**src/rtl/mem_stage_pkg.sv**
```systemverilog
// Shared definitions for the memory pipeline stage: opcodes, handshake states, sizes.
package mem_stage_pkg;

    localparam int unsigned DEF_DATA_W  = 16;
    localparam int unsigned DEF_REG_AW  = 3;
    localparam int unsigned DEF_TIMEOUT = 255;
    localparam int unsigned OP_W        = 3;
    localparam int unsigned CNT_W       = 8;

    localparam logic [OP_W-1:0] OP_ALU  = 3'b000;
    localparam logic [OP_W-1:0] OP_ADDI = 3'b001;
    localparam logic [OP_W-1:0] OP_LUI  = 3'b011;
    localparam logic [OP_W-1:0] OP_SW   = 3'b100;
    localparam logic [OP_W-1:0] OP_LW   = 3'b101;
    localparam logic [OP_W-1:0] OP_BR   = 3'b110;
    localparam logic [OP_W-1:0] OP_JALR = 3'b111;

    typedef enum logic {
        S_IDLE = 1'b0,
        S_WAIT = 1'b1
    } hs_state_e;

    // Opcodes that produce a register result without touching memory.
    function automatic logic op_writes_reg(input logic [OP_W-1:0] op);
        return (op == OP_ALU) || (op == OP_ADDI) || (op == OP_LUI) || (op == OP_JALR);
    endfunction

    // Opcodes that need a data-memory access.
    function automatic logic op_is_mem(input logic [OP_W-1:0] op);
        return (op == OP_LW) || (op == OP_SW);
    endfunction

endpackage

```
**src/rtl/mem_stage_handshake.sv**
```systemverilog
// Data-memory req/ack sequencer with timeout abort and sticky bus error.
module mem_handshake
    import mem_stage_pkg::*;
#(
    parameter int unsigned DATA_W  = DEF_DATA_W,
    parameter int unsigned TIMEOUT = DEF_TIMEOUT
) (
    input  logic              clk,
    input  logic              rst,
    input  logic              start_i,
    input  logic              we_i,
    input  logic [DATA_W-1:0] addr_i,
    input  logic [DATA_W-1:0] wdata_i,
    input  logic              mem_ack_i,
    output logic              busy_o,
    output logic              mem_req_o,
    output logic              mem_we_o,
    output logic [DATA_W-1:0] mem_addr_o,
    output logic [DATA_W-1:0] mem_wdata_o,
    output logic              bus_err_o,
    output logic              done_c,
    output logic              abort_c
);

    hs_state_e         state_q, state_d;
    logic [CNT_W-1:0]  cnt_q, cnt_d;
    logic              req_q, req_d;
    logic              we_q, we_d;
    logic [DATA_W-1:0] addr_q, addr_d;
    logic [DATA_W-1:0] wdata_q, wdata_d;
    logic              err_q, err_d;

    // State and request registers.
    always_ff @(posedge clk) begin
        if (rst) begin
            state_q <= S_IDLE;
            cnt_q   <= '0;
            req_q   <= 1'b0;
            we_q    <= 1'b0;
            addr_q  <= '0;
            wdata_q <= '0;
            err_q   <= 1'b0;
        end else begin
            state_q <= state_d;
            cnt_q   <= cnt_d;
            req_q   <= req_d;
            we_q    <= we_d;
            addr_q  <= addr_d;
            wdata_q <= wdata_d;
            err_q   <= err_d;
        end
    end

    // Next-state: launch on start, finish on ack, abort after TIMEOUT unacked WAIT cycles.
    always_comb begin
        state_d = state_q;
        cnt_d   = cnt_q;
        req_d   = req_q;
        we_d    = we_q;
        addr_d  = addr_q;
        wdata_d = wdata_q;
        err_d   = err_q;
        done_c  = 1'b0;
        abort_c = 1'b0;
        case (state_q)
            S_IDLE: begin
                if (start_i) begin
                    state_d = S_WAIT;
                    cnt_d   = '0;
                    req_d   = 1'b1;
                    we_d    = we_i;
                    addr_d  = addr_i;
                    wdata_d = wdata_i;
                end
            end
            S_WAIT: begin
                if (mem_ack_i) begin
                    done_c  = 1'b1;
                    state_d = S_IDLE;
                    req_d   = 1'b0;
                    cnt_d   = '0;
                end else if (cnt_q == CNT_W'(TIMEOUT - 1)) begin
                    abort_c = 1'b1;
                    state_d = S_IDLE;
                    req_d   = 1'b0;
                    cnt_d   = '0;
                    err_d   = 1'b1;
                end else begin
                    cnt_d = cnt_q + CNT_W'(1);
                end
            end
            default: state_d = S_IDLE;
        endcase
    end

    assign busy_o      = (state_q == S_WAIT);
    assign mem_req_o   = req_q;
    assign mem_we_o    = we_q;
    assign mem_addr_o  = addr_q;
    assign mem_wdata_o = wdata_q;
    assign bus_err_o   = err_q;

endmodule

```
**src/rtl/mem_stage.sv**
```systemverilog
// Memory pipeline stage: registers execute results for writeback, runs lw/sw, drives bypass.
module mem_stage
    import mem_stage_pkg::*;
#(
    parameter int unsigned DATA_W  = DEF_DATA_W,
    parameter int unsigned REG_AW  = DEF_REG_AW,
    parameter int unsigned TIMEOUT = DEF_TIMEOUT
) (
    input  logic              clk,
    input  logic              rst,
    input  logic              in_valid,
    input  logic [OP_W-1:0]   in_op,
    input  logic [DATA_W-1:0] in_result,
    input  logic [DATA_W-1:0] in_sdata,
    input  logic [REG_AW-1:0] in_tgt,
    output logic              stall,
    output logic              mem_req,
    output logic              mem_we,
    output logic [DATA_W-1:0] mem_addr,
    output logic [DATA_W-1:0] mem_wdata,
    input  logic              mem_ack,
    input  logic [DATA_W-1:0] mem_rdata,
    output logic              wb_we,
    output logic [REG_AW-1:0] wb_tgt,
    output logic [DATA_W-1:0] wb_data,
    output logic              fwd_valid,
    output logic [REG_AW-1:0] fwd_tgt,
    output logic [DATA_W-1:0] fwd_data,
    output logic              bus_err
);

    logic hs_busy, hs_done_c, hs_abort_c;
    logic accept_c, is_mem_c, start_c, lw_wait_c;

    logic              wb_we_q, wb_we_d;
    logic [REG_AW-1:0] wb_tgt_q, wb_tgt_d;
    logic [DATA_W-1:0] wb_data_q, wb_data_d;
    logic              fwd_valid_q, fwd_valid_d;
    logic [REG_AW-1:0] fwd_tgt_q, fwd_tgt_d;
    logic [DATA_W-1:0] fwd_data_q, fwd_data_d;
    logic              pend_lw_q, pend_lw_d;
    logic [REG_AW-1:0] pend_tgt_q, pend_tgt_d;

    assign accept_c = !hs_busy && in_valid;
    assign is_mem_c = op_is_mem(in_op);
    assign start_c  = accept_c && is_mem_c;

    mem_handshake #(
        .DATA_W  (DATA_W),
        .TIMEOUT (TIMEOUT)
    ) u_hs (
        .clk         (clk),
        .rst         (rst),
        .start_i     (start_c),
        .we_i        (in_op == OP_SW),
        .addr_i      (in_result),
        .wdata_i     (in_sdata),
        .mem_ack_i   (mem_ack),
        .busy_o      (hs_busy),
        .mem_req_o   (mem_req),
        .mem_we_o    (mem_we),
        .mem_addr_o  (mem_addr),
        .mem_wdata_o (mem_wdata),
        .bus_err_o   (bus_err),
        .done_c      (hs_done_c),
        .abort_c     (hs_abort_c)
    );

    // Writeback, bypass and pending-load registers.
    always_ff @(posedge clk) begin
        if (rst) begin
            wb_we_q     <= 1'b0;
            wb_tgt_q    <= '0;
            wb_data_q   <= '0;
            fwd_valid_q <= 1'b0;
            fwd_tgt_q   <= '0;
            fwd_data_q  <= '0;
            pend_lw_q   <= 1'b0;
            pend_tgt_q  <= '0;
        end else begin
            wb_we_q     <= wb_we_d;
            wb_tgt_q    <= wb_tgt_d;
            wb_data_q   <= wb_data_d;
            fwd_valid_q <= fwd_valid_d;
            fwd_tgt_q   <= fwd_tgt_d;
            fwd_data_q  <= fwd_data_d;
            pend_lw_q   <= pend_lw_d;
            pend_tgt_q  <= pend_tgt_d;
        end
    end

    // Writeback selection: completed/aborted load, or a direct result from execute.
    always_comb begin
        wb_we_d    = 1'b0;
        wb_tgt_d   = wb_tgt_q;
        wb_data_d  = wb_data_q;
        pend_lw_d  = pend_lw_q;
        pend_tgt_d = pend_tgt_q;
        if (hs_done_c) begin
            if (pend_lw_q) begin
                wb_we_d   = (pend_tgt_q != '0);
                wb_tgt_d  = pend_tgt_q;
                wb_data_d = mem_rdata;
            end
        end else if (hs_abort_c) begin
            if (pend_lw_q) begin
                wb_we_d   = (pend_tgt_q != '0);
                wb_tgt_d  = pend_tgt_q;
                wb_data_d = '0;
            end
        end else if (accept_c) begin
            if (is_mem_c) begin
                pend_lw_d  = (in_op == OP_LW);
                pend_tgt_d = in_tgt;
            end else begin
                wb_we_d   = op_writes_reg(in_op) && (in_tgt != '0);
                wb_tgt_d  = in_tgt;
                wb_data_d = in_result;
            end
        end
    end

    // Bypass mirrors writeback, except a load in flight advertises its target as not-ready.
    always_comb begin
        lw_wait_c   = (start_c && (in_op == OP_LW)) ||
                      (hs_busy && pend_lw_q && !hs_done_c && !hs_abort_c);
        fwd_valid_d = wb_we_d;
        fwd_tgt_d   = lw_wait_c ? pend_tgt_d : wb_tgt_d;
        fwd_data_d  = wb_data_d;
    end

    assign stall     = hs_busy;
    assign wb_we     = wb_we_q;
    assign wb_tgt    = wb_tgt_q;
    assign wb_data   = wb_data_q;
    assign fwd_valid = fwd_valid_q;
    assign fwd_tgt   = fwd_tgt_q;
    assign fwd_data  = fwd_data_q;

endmodule

```
**config.mk**
```make
export PLATFORM = sky130hd
export DESIGN_NAME = mem_stage
export DESIGN_NICKNAME = d
export VERILOG_FILES = /design/src/rtl/mem_stage_pkg.sv /design/src/rtl/mem_stage_handshake.sv /design/src/rtl/mem_stage.sv
export SDC_FILE = /design/constraint.sdc
export NUM_CORES = 1
export LEC_CHECK = 0
export BUFFER_PORTS_ARGS = -buffer_cell sky130_fd_sc_hd__buf_2
export CORE_UTILIZATION = 51
export DETAILED_ROUTE_END_ITERATION = 8
export PLACE_DENSITY = 0.85
export SLEW_MARGIN = 20
export SYNTH_ARGS = -nofsm -noshare
export SYNTH_HDL_FRONTEND = slang
export SYNTH_SLANG_ARGS = --single-unit
```
**constraint.sdc**
```tcl
create_clock -name clk -period 3.3 [get_ports clk]
set_input_delay 0.165 -clock clk [delete_from_list [all_inputs] [get_ports clk]]
set_output_delay 0.165 -clock clk [all_outputs]
set_load 0.05 [all_outputs]
```
# == Word level (Yosys, flattened, before mapping) ==
# Cells that the tools add are included.
# totals
ff_bits,71
input_bits,58
output_inout_bits,76
# op_classes
add_sub_neg,1
n_eq_ne,11
n_mux,38
bitwise_logic,4
n_reduce_logical,24
# ops
cell,count
2-to-1 mux 16 bit,6
2-to-1 mux 3 bit,10
2-to-1 mux 8 bit,3
2-to-1 mux 1 bit,16
case mux 8 bit (2 select lines),1
"equality test 3 bit, second input constant",3
nonzero test 3 bit,3
"adder 8 x 1 -> 8 bit, second input constant",1
"equality test 8 bit, second input constant",1
AND reduction 4 bit,2
logical AND 1 bit,7
"inequality test 3 bit, second input constant",2
logical OR 1 bit,5
"inequality test 2 x 1 -> 1 bit, second input constant",2
inverter 1 bit,4
case mux 1 bit (2 select lines),2
AND reduction 2 bit,2
"equality test 3 x 1 -> 1 bit, second input constant",1
"equality test 3 x 2 -> 1 bit, second input constant",1
logical NOT 1 bit,3
logical NOT 3 bit,1
AND reduction 3 bit,1
"inequality test 2 bit, second input constant",1

# == Logic depth before layout (Yosys ltp) ==
# Gate-level depths: netlist of run 1.
# depth
word_depth,9
depth_mapped,8
depth_no_buf,6

# == Cells and area by module ==
# From an unflattened synthesis of run 1, not the netlist that was laid out.
# hier_totals
hier_cells,348
hier_area_um2,3125.5
# modules_own_cells
mod,instances,cells_each,area_each_um2,seq_area_each_um2
mem_handshake,1,208,1725.4,880.8
mem_stage,1,140,1400.1,540.5

# == Worst setup path after synthesis of run 1 ==
# No wires, ideal clock.
# synth_path
path_kind,register to register
startpoint,"register u_hs.state_q, in the netlist u_hs.busy_o"
endpoint,"register fwd_tgt_q[2], in the netlist fwd_tgt[2]"
setup_time_ns,0.091
t_arrival_ns,1.686
setup_slack_ns,1.523
path_stages_with_launch,6
synth_period_minus_slack_ns,1.777
cell_sequence,dfxtp_1 buf_2 nand2b_1 a211o_1 and2_4 a311oi_1
# synth_between
elab_chain_len,6
# synth_lines
item,line_no,rtl
from (decl),mem_stage_handshake.sv:25,"hs_state_e state_q, state_d;"
from (signal assigned),mem_stage_handshake.sv:44,state_q <= state_d;
logical NOT 1 bit or 2-to-1 mux 1 bit (tied branches),"mem_stage.sv:44, mem_stage_handshake.sv:65",
logical AND 1 bit or logical NOT 1 bit (tied branches),"mem_stage.sv:44, mem_stage.sv:126",
"2-to-1 mux 3 bit, or another cell as far along",mem_stage.sv:111,end else if (accept_c) begin
"2-to-1 mux 3 bit, or another cell as far along",mem_stage.sv:105,end else if (hs_abort_c) begin
2-to-1 mux 3 bit or logical OR 1 bit (tied branches),"mem_stage.sv:99, mem_stage.sv:125",
2-to-1 mux 3 bit *,mem_stage.sv:128,fwd_tgt_d = lw_wait_c ? pend_tgt_d : wb_tgt_d;
to (signal assigned),mem_stage.sv:85,fwd_tgt_q <= fwd_tgt_d;
to (decl),mem_stage.sv:39,"logic [REG_AW-1:0] fwd_tgt_q, fwd_tgt_d;"
# Every way passes the cells marked *; elsewhere a longest branch is shown, timed or not.
# A chain may end at the register's enable or synchronous reset.

# == Worst setup path after layout of run 1 ==
# layout_path
startpoint,register u_hs.cnt_q[0]
endpoint,"register fwd_data_q[2], in the netlist fwd_data[2]"
# layout_between
elab_chain_len,6
# layout_lines
item,line_no,rtl
from (decl),mem_stage_handshake.sv:26,"logic [CNT_W-1:0] cnt_q, cnt_d;"
from (signal assigned),mem_stage_handshake.sv:45,cnt_q <= cnt_d;
equality test 8 bit *,mem_stage_handshake.sv:82,end else if (cnt_q == CNT_W'(TIMEOUT - 1)) begin
2-to-1 mux 1 bit *,mem_stage_handshake.sv:82,
2-to-1 mux 1 bit *,mem_stage_handshake.sv:77,if (mem_ack_i) begin
2-to-1 mux 1 bit *,mem_stage_handshake.sv:65,case (state_q)
"inequality test 3 bit (no source line), or another cell as far along",-,
AND reduction 4 bit (no source line) or 2-to-1 mux 16 bit (tied branches),-,
to (signal assigned),mem_stage.sv:86,fwd_data_q <= fwd_data_d;
to (decl),mem_stage.sv:40,"logic [DATA_W-1:0] fwd_data_q, fwd_data_d;"
# Marks and branches as above.

==> results of run 1 <==
-- report_power, final --
part           switching (W)  internal [W]
combinational       0.000300      0.000106
clock               0.000347      0.000513
sequential         0.0000261      0.000895
-- how the worst max path moves through the flow --
stage	start	endpoint	slack [ns]	cells past startpoint
after floorplan	u_hs.busy_o	fwd_tgt[2]	1.52	5
after global placement	u_hs.cnt_q[0]	fwd_data[7]	1.18	6
after detailed placement	u_hs.cnt_q[0]	fwd_data[2]	1.08	6
after CTS	u_hs.cnt_q[0]	fwd_data[2]	1.01	6
after global routing	u_hs.cnt_q[0]	fwd_data[2]	0.87	6
final	u_hs.cnt_q[0]	fwd_data[2]	0.98	6
-- metal layers --
metal	up-vias	part of all wire	wire length, µm
li1	1466	-	-
met1	1369	0.42	3328
met2	155	0.48	3817
met3	21	0.073	583
met4	0	0.029	233
met5	-	0	0
-- cells by family after synthesis --
kind of cell	share of synthesized area
flip-flops	0.4559
multiplexers	0.007223
adder cells (fa/ha/maj)	0.008024
buffers and inverters	0.1027
AND/OR/NAND/NOR	0.1910
AO/OA/AOI/OAI	0.2267
XOR/XNOR	0.008429
-- per-stage QoR --
step                      utilization  setup WS, ns  instance area, µm²  instances  total power, W
after floorplan                     -         1.523                3118        359        0.001256
after global placement         0.6097         1.175                3610        529        0.001340
after detailed placement       0.6097         1.077                3610        529        0.001346
after CTS                      0.6517         1.007                3859        545        0.002205
after global routing           0.6517        0.8735                3859        545        0.002284
final                          0.6517        0.9842                3859        545        0.002187
-- worst register-to-register path, cell delays in order, from the launching register on --
cell and delay (ns):
dfxtp_1 0.41, inv_1 0.10, ha_1 0.20, and4_2 0.29, a21oi_4 0.48, o21ai_2 0.32, a221oi_1 0.41
-- cell usage after synthesis (all sizes together) (2+ instances only) --
cell,count,area [µm²]
xor2,3,26.28
o32ai,2,17.52
dfxtp,71,1421
a21oi,41,220.2
nand2b,4,25.02
nor2,28,107.6
and4,2,20.02
and3,3,18.77
o2111ai,2,17.52
buf,33,254.0
a21o,4,37.53
o21ai,4,23.77
a211oi,4,30.03
dlygate4sd1,2,17.52
mux2,2,22.52
inv,6,22.52
and2,2,15.02
a311oi,3,26.28
nor3,3,15.01
o311ai,2,17.52
a221oi,16,146.4
nor2b,5,31.28
a22oi,17,127.6
ha,2,25.02
nand2,76,287.8
a41oi,3,26.28
clkbuf,7,26.28
nand3,3,15.01
-- registers in the layout (all words and copies together) (netlist names) --
signal / cells
fwd_data: 16
u_hs.mem_addr_o: 16
u_hs.mem_wdata_o: 16
u_hs.cnt_q: 8
fwd_tgt: 3
pend_tgt_q: 3
wb_tgt: 3
fwd_valid: 1
pend_lw_q: 1
u_hs.bus_err_o: 1
u_hs.busy_o: 1
u_hs.mem_req_o: 1
u_hs.mem_we_o: 1
-- area by class of cell --
type / count / area, µm²
timing repair buffer: 137 / 695.7
inverter: 6 / 22.52
clock inverter: 7 / 125.1
tap: 75 / 93.84
multi-input combinational: 240 / 1376
clock buffer: 9 / 123.9
fill: 489 / 2062
sequential: 71 / 1421
==> results.json, run 1 <==
{
  "status": "complete, but fails checks",
  "violations": "design-rule violations",
  "grt_pass1_wl_mm": 12.28,
  "cts_resized": 0,
  "worst_pin_slew_ns": 0.9012,
  "gr-usage-met3": 0.05000,
  "synth_cell_types": 48,
  "grt_use_met2": 0.3880,
  "drv_slew": 0,
  "seq_area_frac_synth": 0.4559,
  "cts_root_buffer": "clkbuf_8",
  "hp-class": "in2reg",
  "drc_errors": 1,
  "finalHoldViolCount": 0,
  "dieWidth_um": 80.19,
  "die_area_mm2": 0.006430,
  "worstReg2RegStart": "u_hs.cnt_q[0]",
  "grtUsageTotal": 0.2492,
  "r2r_end": "fwd_data[2]",
  "end_kind": "register",
  "synth_nets": 419,
  "min-delay-start": "in_sdata[4]",
  "cp_slowest_stage_delay_ns": 0.48,
  "hpwlAfterDp_mm": 5.690,
  "synth_ff_type": "dfxtp_1",
  "worstPathArrival_ns": 2.54,
  "crit_type": "reg2reg",
  "coreArea_mm2": 0.005921,
  "clock_latency_ns": 0.34,
  "globalplace.congestion": 0.9142,
  "drive_above_1_share": 0.3553,
  "die_height_um": 80.19,
  "area_delta_synth_final_pct": 23.76,
  "drt_iter0_markers": 191,
  "irDropWorstVdd_mv": 0.3553,
  "synth_area_per_cell_um2": 8.685,
  "post-route-period-util": 0.7018,
  "grt_use_met1": 0.3151,
  "drv_cap": 0,
  "netlist_area_mm2": 0.003118,
  "final_nets": 525,
  "cp_num_buf_inv": 1,
  "yosys_register_bits": 71,
  "routed_wl_mm": 7.963,
  "leakage_nw": 1.790,
  "holdPathStages": 3,
  "critPathSlowestCell": "a21oi_4",
  "rsz0062_at_grt": "false",
  "postCtsHoldBufs": 0,
  "vias_per_cell": 5.525,
  "antenna_left": 0,
  "fp-row-count": 28,
  "grt_max_degree": 51,
  "grt_pass1_vias": 2561,
  "clk_pin_slew_ns": 0.08,
  "hold_path_end": "u_hs.mem_wdata_o[4]",
  "antenna_found_initial": 0,
  "clk_path_buf_depth": 2,
  "ios": 134,
  "setup_viol": 0,
  "tns_ns": 0,
  "h-tree-depth": 3,
  "cts_made_buffers": 9,
  "synth_edf_count": 0,
  "start_kind": "register",
  "min_period_ns": 2.316,
  "first_pass_iters": 7,
  "skew_ns": 0.01317,
  "synthCells": 359,
  "final_common_cell": "buf_2",
  "slew_headroom": 0.3992,
  "required_ns": 3.52,
  "io_buffers": 133,
  "power.density_mw_per_mm2": 566.7,
  "ys_async_sr_fraction": 0,
  "cp_cell_sequence": "inv_1 > ha_1 > and4_2 > a21oi_4 > o21ai_2 > a221oi_1",
  "crit_fanout": 20,
  "yosysWarnings": 0,
  "cts_sinks": 71,
  "vias": 3011,
  "wl_per_cell_um": 14.61,
  "critical_path.top_delay_family": "compound AO/OA/AOI/OAI gates",
  "rr_worst_depth": 6,
  "cts_setup_buffers": 0,
  "initial_core_util": 0.5266,
  "diodes": 0,
  "fmax_mhz": 431.8,
  "hold_slack_ns": 0.05586,
  "grt_overflow": 0,
  "rrSetupSlack_ns": 0.98,
  "final_cell_mix": "buf_2, nand2_1, dfxtp_1, a21oi_1, nor2_1",
  "grt.busiest_layer": "met2",
  "cts_tree": "yes"
}
No activity file was read; power rests on OpenSTA's default activity.
==> run 2: changes to the inputs <==
--- a/config.mk
+++ b/config.mk
@@ -6,9 +6,9 @@
 export NUM_CORES = 1
 export LEC_CHECK = 0
 export BUFFER_PORTS_ARGS = -buffer_cell sky130_fd_sc_hd__buf_2
-export CORE_UTILIZATION = 51
+export CORE_UTILIZATION = 43
 export DETAILED_ROUTE_END_ITERATION = 8
-export PLACE_DENSITY = 0.85
+export PLACE_DENSITY = 0.76
 export SLEW_MARGIN = 20
 export SYNTH_ARGS = -nofsm -noshare
 export SYNTH_HDL_FRONTEND = slang
==> constraint.sdc (replaced) <==
create_clock -name clk -period 1.9 [get_ports clk]
set_input_delay 0.095 -clock clk [delete_from_list [all_inputs] [get_ports clk]]
set_output_delay 0.095 -clock clk [all_outputs]
set_load 0.05 [all_outputs]
==> results.json, run 2 (synthesis results as in run 1) <==
{
  "status": "finished, final reports clean",
  "first_pass_iters": 4,
  "required_ns": 2.12,
  "initial_core_util": 0.4514,
  "setup_viol": 0,
  "coreArea_mm2": 0.006907,
  "worst_pin_slew_ns": 0.5041,
  "die_area_mm2": 0.007596,
  "r2r_end": "fwd_data[14]",
  "pwr-share-comb": 0.202,
  "p_total_w": 0.003725,
  "cts_tree": "yes",
  "start_kind": "register",
  "cts_root_buffer": "clkbuf_8",
  "fp-row-count": 30,
  "final_nets": 551,
  "rr_worst_depth": 7,
  "final_cell_mix": "buf_2, nand2_1, dfxtp_1, a21oi_1, nor2_1",
  "post-route-period-util": 0.9400,
  "slew_headroom": 0.6640,
  "h-tree-depth": 3,
  "drv_cap": 0,
  "irDropWorstVdd_mv": 0.6580,
  "final_common_cell": "buf_2",
  "dieWidth_um": 87.16,
  "grt_overflow": 0,
  "vias": 3105,
  "p_sw_w": 0.001135,
  "die_height_um": 87.16,
  "grtUsageTotal": 0.2344,
  "hp-class": "in2reg",
  "clk_pin_slew_ns": 0.08,
  "worstPathArrival_ns": 2.01,
  "grt_pass1_wl_mm": 13.66,
  "grt_max_degree": 29,
  "drc_errors": 0,
  "skew_ns": 0.007306,
  "power.density_mw_per_mm2": 902.3,
  "routed_wl_mm": 8.730,
  "pwr-share-clk": 0.369,
  "ios": 134,
  "p_int_w": 0.002590,
  "drv_slew": 0,
  "drive_above_1_share": 0.3569,
  "finalHoldViolCount": 0,
  "critPathLaunch": "u_hs.cnt_q[0]",
  "antenna_left": 0,
  "fmax_mhz": 559.9,
  "crit_fanout": 19,
  "switching_share": 0.3047,
  "diodes": 0,
  "utilization": 0.5976,
  "globalplace.congestion": 0.8692,
  "cts_made_buffers": 9,
  "fill_cells": 646,
  "area_delta_synth_final_pct": 32.38,
  "min_period_ns": 1.786,
  "rrSetupSlack_ns": 0.11,
  "leakage_nw": 1.903,
  "tns_ns": 0,
  "cts_sinks": 71,
  "wl_per_cell_um": 14.75,
  "dp.cells": 560,
  "power_frac_seq": 0.428,
  "grt_pass1_vias": 2888,
  "end_kind": "register",
  "final_cells": 592,
  "hold_slack_ns": 0.01072,
  "hpwlAfterDp_mm": 6.156,
  "worstReg2RegStart": "u_hs.cnt_q[0]",
  "antenna_found_initial": 0,
  "clk_path_buf_depth": 2,
  "crit_type": "reg2reg",
  "vias_per_cell": 5.245,
  "io_buffers": 133,
  "drt_iter0_markers": 225,
  "endpoint": "fwd_data[14]",
  "rsz0062_at_grt": "false",
  "clock_latency_ns": 0.33,
  "cts_setup_buffers": 0
}
-- run 2: repair_timing --
action,4_1_cts,5_1_grt
hold buffers,16,0
hold endpoints to repair,16,0
endpoints found under the setup margin,11,15
resized for setup,1,3
-- run 2: per-stage QoR --
stage          setup WS, ns  area, µm²
2_1_floorplan        0.1229       3118
3_3_place_gp        0.05731       3716
3_5_place_dp       -0.02734       3716
4_1_cts             0.03387       4115
5_1_grt            0.003554       4128
6_report             0.1140       4128
-- run 2: final cells by class --
type / count / area [µm²] / area share
flip-flops and latches: 71 / 1421 / 0.3443
multi-input cells: 240 / 1389 / 0.3365
repair buffers: 163 / 943.4 / 0.2286
clock buffers: 12 / 155.1 / 0.03759
well taps: 96 / 120.1 / 0.02910
clock inverters: 4 / 76.32 / 0.01849
inverters: 6 / 22.52 / 0.005456
-- run 2: per-layer routing --
| layer | GRT usage | wire length (µm) | vias to the layer above |
|---|---|---|---|
| li1 | - | - | 1512 |
| met1 | 0.2899 | 3768 | 1446 |
| met2 | 0.3966 | 4208 | 131 |
| met3 | 0.03886 | 539 | 16 |
| met4 | 0.1148 | 214 | 0 |
| met5 | 0 | 0 | - |
-- run 2: worst min path at each step --
| stage | startpoint | endpoint | slack [ns] | cells past startpoint |
|---|---|---|---|---|
| global route | in_result[10] | u_hs.mem_addr_o[10] | 0.004 | 3 |
| CTS | in_result[14] | u_hs.mem_addr_o[14] | 0.0004 | 3 |
| detailed placement | in_sdata[9] | u_hs.mem_wdata_o[9] | 0.34 | 3 |
| global placement | in_sdata[6] | u_hs.mem_wdata_o[6] | 0.33 | 3 |
| floorplan | in_result[0] | u_hs.mem_addr_o[0] | 0.23 | 2 |
| finish | in_result[4] | u_hs.mem_addr_o[4] | 0.01 | 3 |
-- run 2: worst max-delay path, cell delays in order (launching register included) --
cell and delay [ns]:
dfxtp_1 0.34, inv_1 0.07, ha_1 0.20, and4_2 0.29
a21oi_4 0.20, buf_12 0.18, a22oi_1 0.08, a221oi_1 0.32
-- run 2: power by group through the flow --
| stage | Sequential, W | Clock [W] | Combinational (W) |
|---|---|---|---|
| 3_5_place_dp | 0.00163 | 0 | 0.000722 |
| 4_1_cts | 0.00160 | 0.00140 | 0.000750 |
| 3_3_place_gp | 0.00163 | 0 | 0.000716 |
| 2_1_floorplan | 0.00185 | 0 | 0.000335 |
| 6_report | 0.00160 | 0.00138 | 0.000753 |
| 5_1_grt | 0.00160 | 0.00148 | 0.000800 |
